**config.mk**
```make
export PLATFORM = sky130hd
export DESIGN_NAME = imem_line_fill_responder
export DESIGN_NICKNAME = d
export VERILOG_FILES = /design/src/rtl/imem_refill_pkg.sv /design/src/rtl/imem_line_fill_responder_line_assembler.sv /design/src/rtl/imem_line_fill_responder.sv
export SDC_FILE = /design/constraint.sdc
export NUM_CORES = 1
export LEC_CHECK = 0
export BUFFER_PORTS_ARGS = -buffer_cell sky130_fd_sc_hd__buf_4
export CELL_PAD_IN_SITES_DETAIL_PLACEMENT = 0
export CELL_PAD_IN_SITES_GLOBAL_PLACEMENT = 1
export CORE_MARGIN = 10
export CORE_UTILIZATION = 42
export CTS_CLUSTER_DIAMETER = 80
export CTS_CLUSTER_SIZE = 8
export DETAILED_ROUTE_END_ITERATION = 6
export PLACE_DENSITY_LB_ADDON = 0.05
export SLEW_MARGIN = 20
export SYNTH_ARGS = -nofsm -noshare
export SYNTH_HDL_FRONTEND = slang
export SYNTH_HIERARCHICAL = 1
export SYNTH_SLANG_ARGS = --single-unit
export TNS_END_PERCENT = 50
```
**constraint.sdc**
```tcl
create_clock -name clk -period 3.6 [get_ports clk]
set_input_delay 0.9 -clock clk [delete_from_list [all_inputs] [get_ports clk]]
set_output_delay 0.9 -clock clk [all_outputs]
set_load 0.01 [all_outputs]
```
**src/rtl/imem_refill_pkg.sv**
```systemverilog
// Shared types and helpers for the instruction-memory line refill responder.
package imem_refill_pkg;

    typedef enum logic [1:0] {
        IDLE,
        FETCH,
        RESP
    } state_t;

    localparam int WORD_W             = 32;
    localparam int DEFAULT_LINE_WORDS = 4;
    localparam int OFF_W              = $clog2(4 * DEFAULT_LINE_WORDS);

    function automatic int off_bits(input int line_words);
        return $clog2(4 * line_words);
    endfunction

    // Clears the byte-offset bits of a line; callers zero-extend narrower addresses.
    function automatic logic [63:0] line_base(input logic [63:0] addr, input int line_words);
        logic [63:0] mask;
        mask = 64'(4 * line_words) - 64'd1;
        return addr & ~mask;
    endfunction

endpackage

```
**src/rtl/imem_line_fill_responder_line_assembler.sv**
```systemverilog
// Slot-indexed line register; word slot k lands in the k-th 32-bit field from the top.
module line_assembler
    import imem_refill_pkg::*;
#(
    parameter int LINE_WORDS = 4,
    parameter int IDX_W      = $clog2(LINE_WORDS)
) (
    input  logic                         clk,
    input  logic                         rst,
    input  logic                         wr_en,
    input  logic [IDX_W-1:0]             wr_idx,
    input  logic [WORD_W-1:0]            wr_data,
    output logic [WORD_W*LINE_WORDS-1:0] line
);

    logic [WORD_W*LINE_WORDS-1:0] line_q;
    logic [WORD_W*LINE_WORDS-1:0] line_d;

    always_comb begin
        line_d = line_q;
        for (int k = 0; k < LINE_WORDS; k++) begin
            if (wr_en && (wr_idx == IDX_W'(k))) begin
                line_d[WORD_W*(LINE_WORDS-k)-1 -: WORD_W] = wr_data;
            end
        end
    end

    always_ff @(posedge clk or negedge rst) begin
        if (!rst) begin
            line_q <= '0;
        end else begin
            line_q <= line_d;
        end
    end

    assign line = line_q;

endmodule

```
**src/rtl/imem_line_fill_responder.sv**
```systemverilog
// Instruction-cache refill responder: issues LINE_WORDS word reads to a synchronous
// memory and hands back one packed line with a valid/ready handshake.
module imem_line_fill_responder
    import imem_refill_pkg::*;
#(
    parameter int LINE_WORDS = 4,
    parameter int ADDR_W     = 32
) (
    input  logic                         clk,
    input  logic                         rst,
    input  logic                         req_valid,
    output logic                         req_ready,
    input  logic [ADDR_W-1:0]            req_addr,
    output logic                         resp_valid,
    input  logic                         resp_ready,
    output logic [WORD_W*LINE_WORDS-1:0] resp_line,
    output logic [ADDR_W-1:0]            resp_addr,
    output logic                         mem_rd_en,
    output logic [ADDR_W-1:0]            mem_addr,
    input  logic [WORD_W-1:0]            mem_rd_data,
    output logic                         busy
);

    localparam int IDX_W = $clog2(LINE_WORDS);
    localparam logic [IDX_W-1:0] LAST_IDX = IDX_W'(LINE_WORDS - 1);

    state_t            state_q, state_d;
    logic [IDX_W-1:0]  issue_cnt_q, issue_cnt_d;
    logic              mem_rd_en_q, mem_rd_en_d;
    logic [ADDR_W-1:0] mem_addr_q, mem_addr_d;
    logic [ADDR_W-1:0] resp_addr_q, resp_addr_d;
    logic              cap_en_q, cap_en_d;
    logic [IDX_W-1:0]  cap_idx_q, cap_idx_d;
    logic [ADDR_W-1:0] base;

    assign base = ADDR_W'(line_base(64'(req_addr), LINE_WORDS));

    // Read strobe and address are registered so memory sees them one cycle after
    // the decision; the capture pair trails them by the memory's read latency.
    always_comb begin
        state_d     = state_q;
        issue_cnt_d = issue_cnt_q;
        mem_rd_en_d = mem_rd_en_q;
        mem_addr_d  = mem_addr_q;
        resp_addr_d = resp_addr_q;
        cap_en_d    = mem_rd_en_q;
        cap_idx_d   = issue_cnt_q;
        case (state_q)
            IDLE: begin
                if (req_valid) begin
                    state_d     = FETCH;
                    issue_cnt_d = '0;
                    mem_rd_en_d = 1'b1;
                    mem_addr_d  = base;
                    resp_addr_d = base;
                end
            end
            FETCH: begin
                if (mem_rd_en_q) begin
                    if (issue_cnt_q == LAST_IDX) begin
                        mem_rd_en_d = 1'b0;
                        issue_cnt_d = '0;
                    end else begin
                        issue_cnt_d = issue_cnt_q + IDX_W'(1);
                        mem_addr_d  = mem_addr_q + ADDR_W'(4);
                    end
                end
                if (cap_en_q && (cap_idx_q == LAST_IDX)) begin
                    state_d = RESP;
                end
            end
            RESP: begin
                if (resp_ready) begin
                    state_d = IDLE;
                end
            end
            default: begin
                state_d = IDLE;
            end
        endcase
    end

    always_ff @(posedge clk or negedge rst) begin
        if (!rst) begin
            state_q     <= IDLE;
            issue_cnt_q <= '0;
            mem_rd_en_q <= 1'b0;
            mem_addr_q  <= '0;
            resp_addr_q <= '0;
            cap_en_q    <= 1'b0;
            cap_idx_q   <= '0;
        end else begin
            state_q     <= state_d;
            issue_cnt_q <= issue_cnt_d;
            mem_rd_en_q <= mem_rd_en_d;
            mem_addr_q  <= mem_addr_d;
            resp_addr_q <= resp_addr_d;
            cap_en_q    <= cap_en_d;
            cap_idx_q   <= cap_idx_d;
        end
    end

    line_assembler #(
        .LINE_WORDS (LINE_WORDS),
        .IDX_W      (IDX_W)
    ) u_line_assembler (
        .clk     (clk),
        .rst     (rst),
        .wr_en   (cap_en_q),
        .wr_idx  (cap_idx_q),
        .wr_data (mem_rd_data),
        .line    (resp_line)
    );

    assign req_ready  = (state_q == IDLE);
    assign resp_valid = (state_q == RESP);
    assign busy       = (state_q != IDLE);
    assign mem_rd_en  = mem_rd_en_q;
    assign mem_addr   = mem_addr_q;
    assign resp_addr  = resp_addr_q;

endmodule

```
# [Yosys cells after proc, flatten, opt, wreduce, memory -nomap -nowiden]
# Index checks and enable logic that the tools add are counted.
[totals] register_bits=196 latchBits=0 ram_bits=0 rom_bits=0 in_bits=68 word_cells=53 memories=0
[op_classes] add_sub_neg=2 n_mul=0 div=0 n_lt_le_gt_ge=0 eq_ne=11 n_shift=0 mux=16 bitwise_logic=0 reduce_logical=13
[op_table] cell="2-to-1 mux 32 bit" n=3
[op_table] cell="case mux 32 bit (2 select lines)" n=1
[op_table] cell="adder 32 x 3 -> 32 bit (second input constant)" n=1
[op_table] cell="2-to-1 mux 2 bit" n=6
[op_table] cell="== test 2 bit (second input constant)" n=4
[op_table] cell="inequality test 2 bit (second input constant)" n=4
[op_table] cell="case mux 2 bit (3 select lines)" n=1
[op_table] cell="AND reduction 3 bit" n=2
[op_table] cell="== test 2 x 1 -> 1 bit (second input constant)" n=2
[op_table] cell="logical AND 1 bit" n=4
[op_table] cell="zero test 2 bit" n=2
[op_table] cell="case mux 2 bit (2 select lines)" n=1
[op_table] cell="AND reduction 2 bit" n=2
[op_table] cell="AND reduction 4 bit" n=1
[op_table] cell="nonzero test 2 bit" n=2
[op_table] cell="2-to-1 mux 1 bit" n=3
[op_table] cell="adder 2 x 1 -> 2 bit (second input constant)" n=1
[op_table] cell="inequality test 2 x 1 -> 1 bit (second input constant)" n=1
[op_table] cell="case mux 1 bit (2 select lines)" n=1

# [Longest topological paths before layout]
[depth] depth_word=4 ltp_mapped=8 ltp_nobuf=6

# [Cells and area by module]
# Netlist, hierarchy kept.
[modules_own_cells] mod="line_assembler" instances=1 cells_each=272 area_per_inst_um2=4744.6
[modules_own_cells] mod="imem_line_fill_responder" instances=1 cells_each=378 area_per_inst_um2=3265.6

# [Least setup slack after synthesis]
# Ideal clock, no wire load.
[synth_timing] path_kind="register -> register" startpoint="register mem_addr_q[2] (netlist: mem_addr[2])" endpoint="register mem_addr_q[30] (netlist: mem_addr[30])" setup_time_ps=69 arrival_time_ps=1900 slack_ps=1632 path_stages_with_launch=9 synth_period_minus_slack_ps=1968 path_cell_list="dfrtp_1 ha_1 and4_2 clkbuf_1 and2_1 buf_2 nand4_1 or3_1 nand3_1"
[synth_via] elab_chain_len=4
[synth_lines] item="from (decl)" line_no="imem_line_fill_responder.sv:30" text="logic [ADDR_W-1:0] mem_addr_q, mem_addr_d;"
[synth_lines] item="from (signal assigned)" line_no="imem_line_fill_responder.sv:96" text="mem_addr_q <= mem_addr_d;"
[synth_lines] item="adder 32 x 3 -> 32 bit" line_no="imem_line_fill_responder.sv:65" text="mem_addr_d = mem_addr_q + ADDR_W'(4);"
[synth_lines] item="2-to-1 mux 32 bit" line_no="imem_line_fill_responder.sv:60" text="if (issue_cnt_q == LAST_IDX) begin"
[synth_lines] item="2-to-1 mux 32 bit" line_no="imem_line_fill_responder.sv:59" text="if (mem_rd_en_q) begin"
[synth_lines] item="case mux 32 bit (2 select lines)" line_no="imem_line_fill_responder.sv:48" text="case (state_q)"
# Every way passes these cells. The select of a mux whose other input is x is not followed.
# A chain may end at the register's enable or synchronous reset.

# [Final worst setup path]
[layout_timing] startpoint="register state_q[1]" endpoint="output req_ready"
[layout_via] elab_chain_len=1
[layout_lines] item="from (decl)" line_no="imem_line_fill_responder.sv:27" text="state_t state_q, state_d;"
[layout_lines] item="from (signal assigned)" line_no="imem_line_fill_responder.sv:93" text="state_q <= state_d;"
[layout_lines] item="zero test 2 bit" line_no="imem_line_fill_responder.sv:115" text="assign req_ready = (state_q == IDLE);"
[layout_lines] item="to (decl)" line_no="imem_line_fill_responder.sv:12" text="output logic req_ready,"
# Every way passes these cells.

==> impl_metrics.yaml <==
synth:
  yosysWarnings: 6
  ys_types: 53
  synth_edf_count: 0
  ys.flop_type: "dfrtp_1"
  synthArstFlopShare_pct: 100
  syn_avg_cell_area_um2: 12.3
  synth-seq-cells: 194
  netlist_area_mm2: 0.00801
  ys_seq_area_share_pct: 60.6
  syn_inst: 650
sta:
  relSlewSlack_pct: 29.6
  skew_ns: 0.0170
  final.period_utilization_pct: 66.2
  finalSetupViolCount: 0
  hold_violations: 0
  setup_tns_ns: 0
  period_needed_ns: 2.38
  hold_ws_ns: 0.408
  drv_slew: 0
  rsz0062_at_grt: "false"
  fmax_mhz: 420
  worstMarginPinSlew_ns: 1.05
die:
  start_util_pct: 42.8
  core_area_mm2: 0.0187
  die_w_um: 158
  fp.dieH_um: 158
  die_area_mm2: 0.0250
  row_count: 50
  ioPinCount: 264
global_route:
  grt_use_total_pct: 18.5
  grt_pass1_vias: 6309
  grt-ovfl-total: 0
  grt_max_degree: 100
  antenna_found_initial: 0
  grt_pass1_wl_um: 35800
worst_setup_path:
  cp-end-kind: "output pin"
  path_class: "register to output pin"
  start_kind: "register"
  slowest_stage: "dfrtp_1"
  reg2reg_slack_ns: 1.26
  worstPathArrival_ns: 1.48
  worstPathRequired_ns: 2.70
  critPathBufInv: 2
  crit_chain: "or2_2 > inv_1 > buf_4"
  crit_path_max_incr_delay_ns: 0.46
  cp_max_fo: 6
  path_delay_family: "flip-flops"
place:
  gp_congestion: 0.797
  dpl.cell_count: 1116
  io_buffers: 253
  dp_hpwl_um: 17400
finish:
  fillers: 1638
  fin_util_pct: 57.5
  nets: 971
  area_growth_pct: 34.3
  n_antenna_cell: 0
  fin_cells: 1148
  drive_gt1_share_pct: 48.2
min_path:
  hold_class: "register to register"
drt:
  drt_wl_total_um: 23700
  drc_errors: 0
  drt_iter0_drc: 303
  wl_per_cell_um: 20.6
  antenna_left: 0
  via_per_inst: 5.22
  vias: 5996
  firstDrtPassIters: 5
power_and_ir_drop:
  irDropWorstVdd_mv: 0.473
  leakagePower_nw: 5.07
  p_per_area_mw_per_mm2: 1030
clock_network:
  postCtsHoldBufs: 0
  clock_latency_ns: 0.44
  clk_pin_slew_ns: 0.07
  root_buffer: "clkbuf_16"
  numCtsBuffers: 17
  cts_tree: "built"
  cts_buffer_depth: 2
  h-tree-depth: 4
  postCtsSetupBuffers: 0
  cts_resized: 0
  clock-sinks: 194
flow_run:
  cap_violations: 0
run_status:
  status: "completed"
[flip-flops by register name, indices dropped and copies added, names as in the netlist]
name / flops
cap_en_q: 1
cap_idx_d: 2
cap_idx_q: 2
mem_addr: 30
mem_rd_en: 1
resp_addr: 28
state_q: 2
u_line_assembler/line: 128
[Yosys cell counts, types with 2 or more instances]
cell         n  area share, %
a31oi_1      3           0.23
o22a_1       2           0.22
buf_1        2          0.094
nor2_1      14           0.66
nand2_1    117            5.5
nand4_1     12           0.94
nor3b_1      2           0.19
nor3_1       8           0.50
o211ai_1     3           0.28
buf_4        9           0.84
or3_1        5           0.39
inv_1        3           0.14
a2bb2oi_1    6           0.66
buf_2       10           0.62
or4_1        2           0.19
o21ai_0     13           0.81
mux2i_1      2           0.25
clkbuf_1    17           0.80
nand3_1     17            1.1
o22ai_1      9           0.70
and2_1       3           0.23
a21o_1       2           0.19
nand3b_1     3           0.28
nor2b_1      2           0.16
and4_1       2           0.22
a22o_1       2           0.22
nand2b_1     3           0.23
mux2_2     127             18
and3_1       4           0.31
mux2_1       2           0.28
ha_1         2           0.31
and4_2       2           0.25
a21oi_1     26            1.6
dfrtp_1    194             61
nor4_1       2           0.16
[worst paths after layout]
path | start | endpoint | cells after the start
max in group asynchronous | rst | cap_idx_q[1] | 2
max reg2reg | state_q[1] | mem_addr[27] | 6
min reg2reg | cap_idx_d[1] | cap_idx_q[1] | 0
min | cap_idx_d[1] | cap_idx_q[1] | 0
max | state_q[1] | req_ready | 3
min in group asynchronous | rst | u_line_assembler/line[38] | 1
[cells in the final DEF, fill, tap and decap left out, drive strengths merged, types with 3 or more instances in the layout]
cell and count:
clkbuf 19, nor3 8, o22a 3, o22ai 9
o211ai 3, nand2 118, nor3b 3, a2bb2oi 6
nand4 12, o21ai 13, or3 5, buf 265
nand3b 4, and4 5, conb 6, nand2b 3
dfrtp 194, a31oi 3, clkinvlp 4, nand3 18
mux2 129, and3 5, inv 10, a21oi 26
nor2 14, and2 3
[through the flow]
step / total power [W] / setup slack [ns] / instance area [µm²]
after CTS: 0.0113 / 1.20 / 10800
final: 0.0111 / 1.22 / 10800
after floorplan: 0.00663 / 1.63 / 8030
after detailed placement: 0.00937 / 1.14 / 10200
after global routing: 0.0118 / 1.03 / 10800
after global placement: 0.00920 / 1.18 / 10200
[per-layer routing]
metal / global-route usage, % / routed length, µm / vias to the layer above
li1: - / - / 2789
met1: 23.2 / 9950 / 3000
met2: 29.7 / 11500 / 197
met3: 6.38 / 2120 / 10
met4: 4.94 / 131 / 0
met5: 0 / 0 / -
[report_power, final]
part / internal [W] / leakage (nW) / switching, W / total, W
logic: 0.00265 / 2.51 / 0.00252 / 0.00517
registers: 0.00329 / 2.28 / 0.000772 / 0.00407
clock network: 0.000998 / 0.277 / 0.000886 / 0.00188
[cells by family (layout without fill, tap and decap cells)]
| logic type | Yosys count | after routing | synth area share, % |
|---|---|---|---|
| simple gates | 205 | 205 | 12.1 |
| flops | 194 | 194 | 60.6 |
| mux | 131 | 131 | 18.4 |
| compound gates | 75 | 75 | 5.97 |
| buf+inv | 42 | 301 | 2.56 |
| fa+ha+maj | 2 | 2 | 0.312 |
| other cells | 1 | 6 | 0.0468 |
[final cells by class]
| class | instances | area, µm² | share of cell area (%) |
|---|---|---|---|
| well taps | 234 | 293 | 2.72 |
| multi-input cells | 419 | 3000 | 27.9 |
| flip-flops and latches | 194 | 4850 | 45.1 |
| repair buffers | 266 | 2020 | 18.7 |
| clock inverters | 14 | 145 | 1.35 |
| clock buffers | 18 | 439 | 4.08 |
| inverters | 3 | 11.3 | 0.105 |
[worst register-to-register path, stage by stage (launching register included)]
cell,delay [ns]
dfrtp_1,0.46
nand2b_1,0.17
buf_4,0.20
nor3b_1,0.88
nand2_1,0.12
nor4_1,0.29
nor3_1,0.09
(Power assumes the default switching activity.)
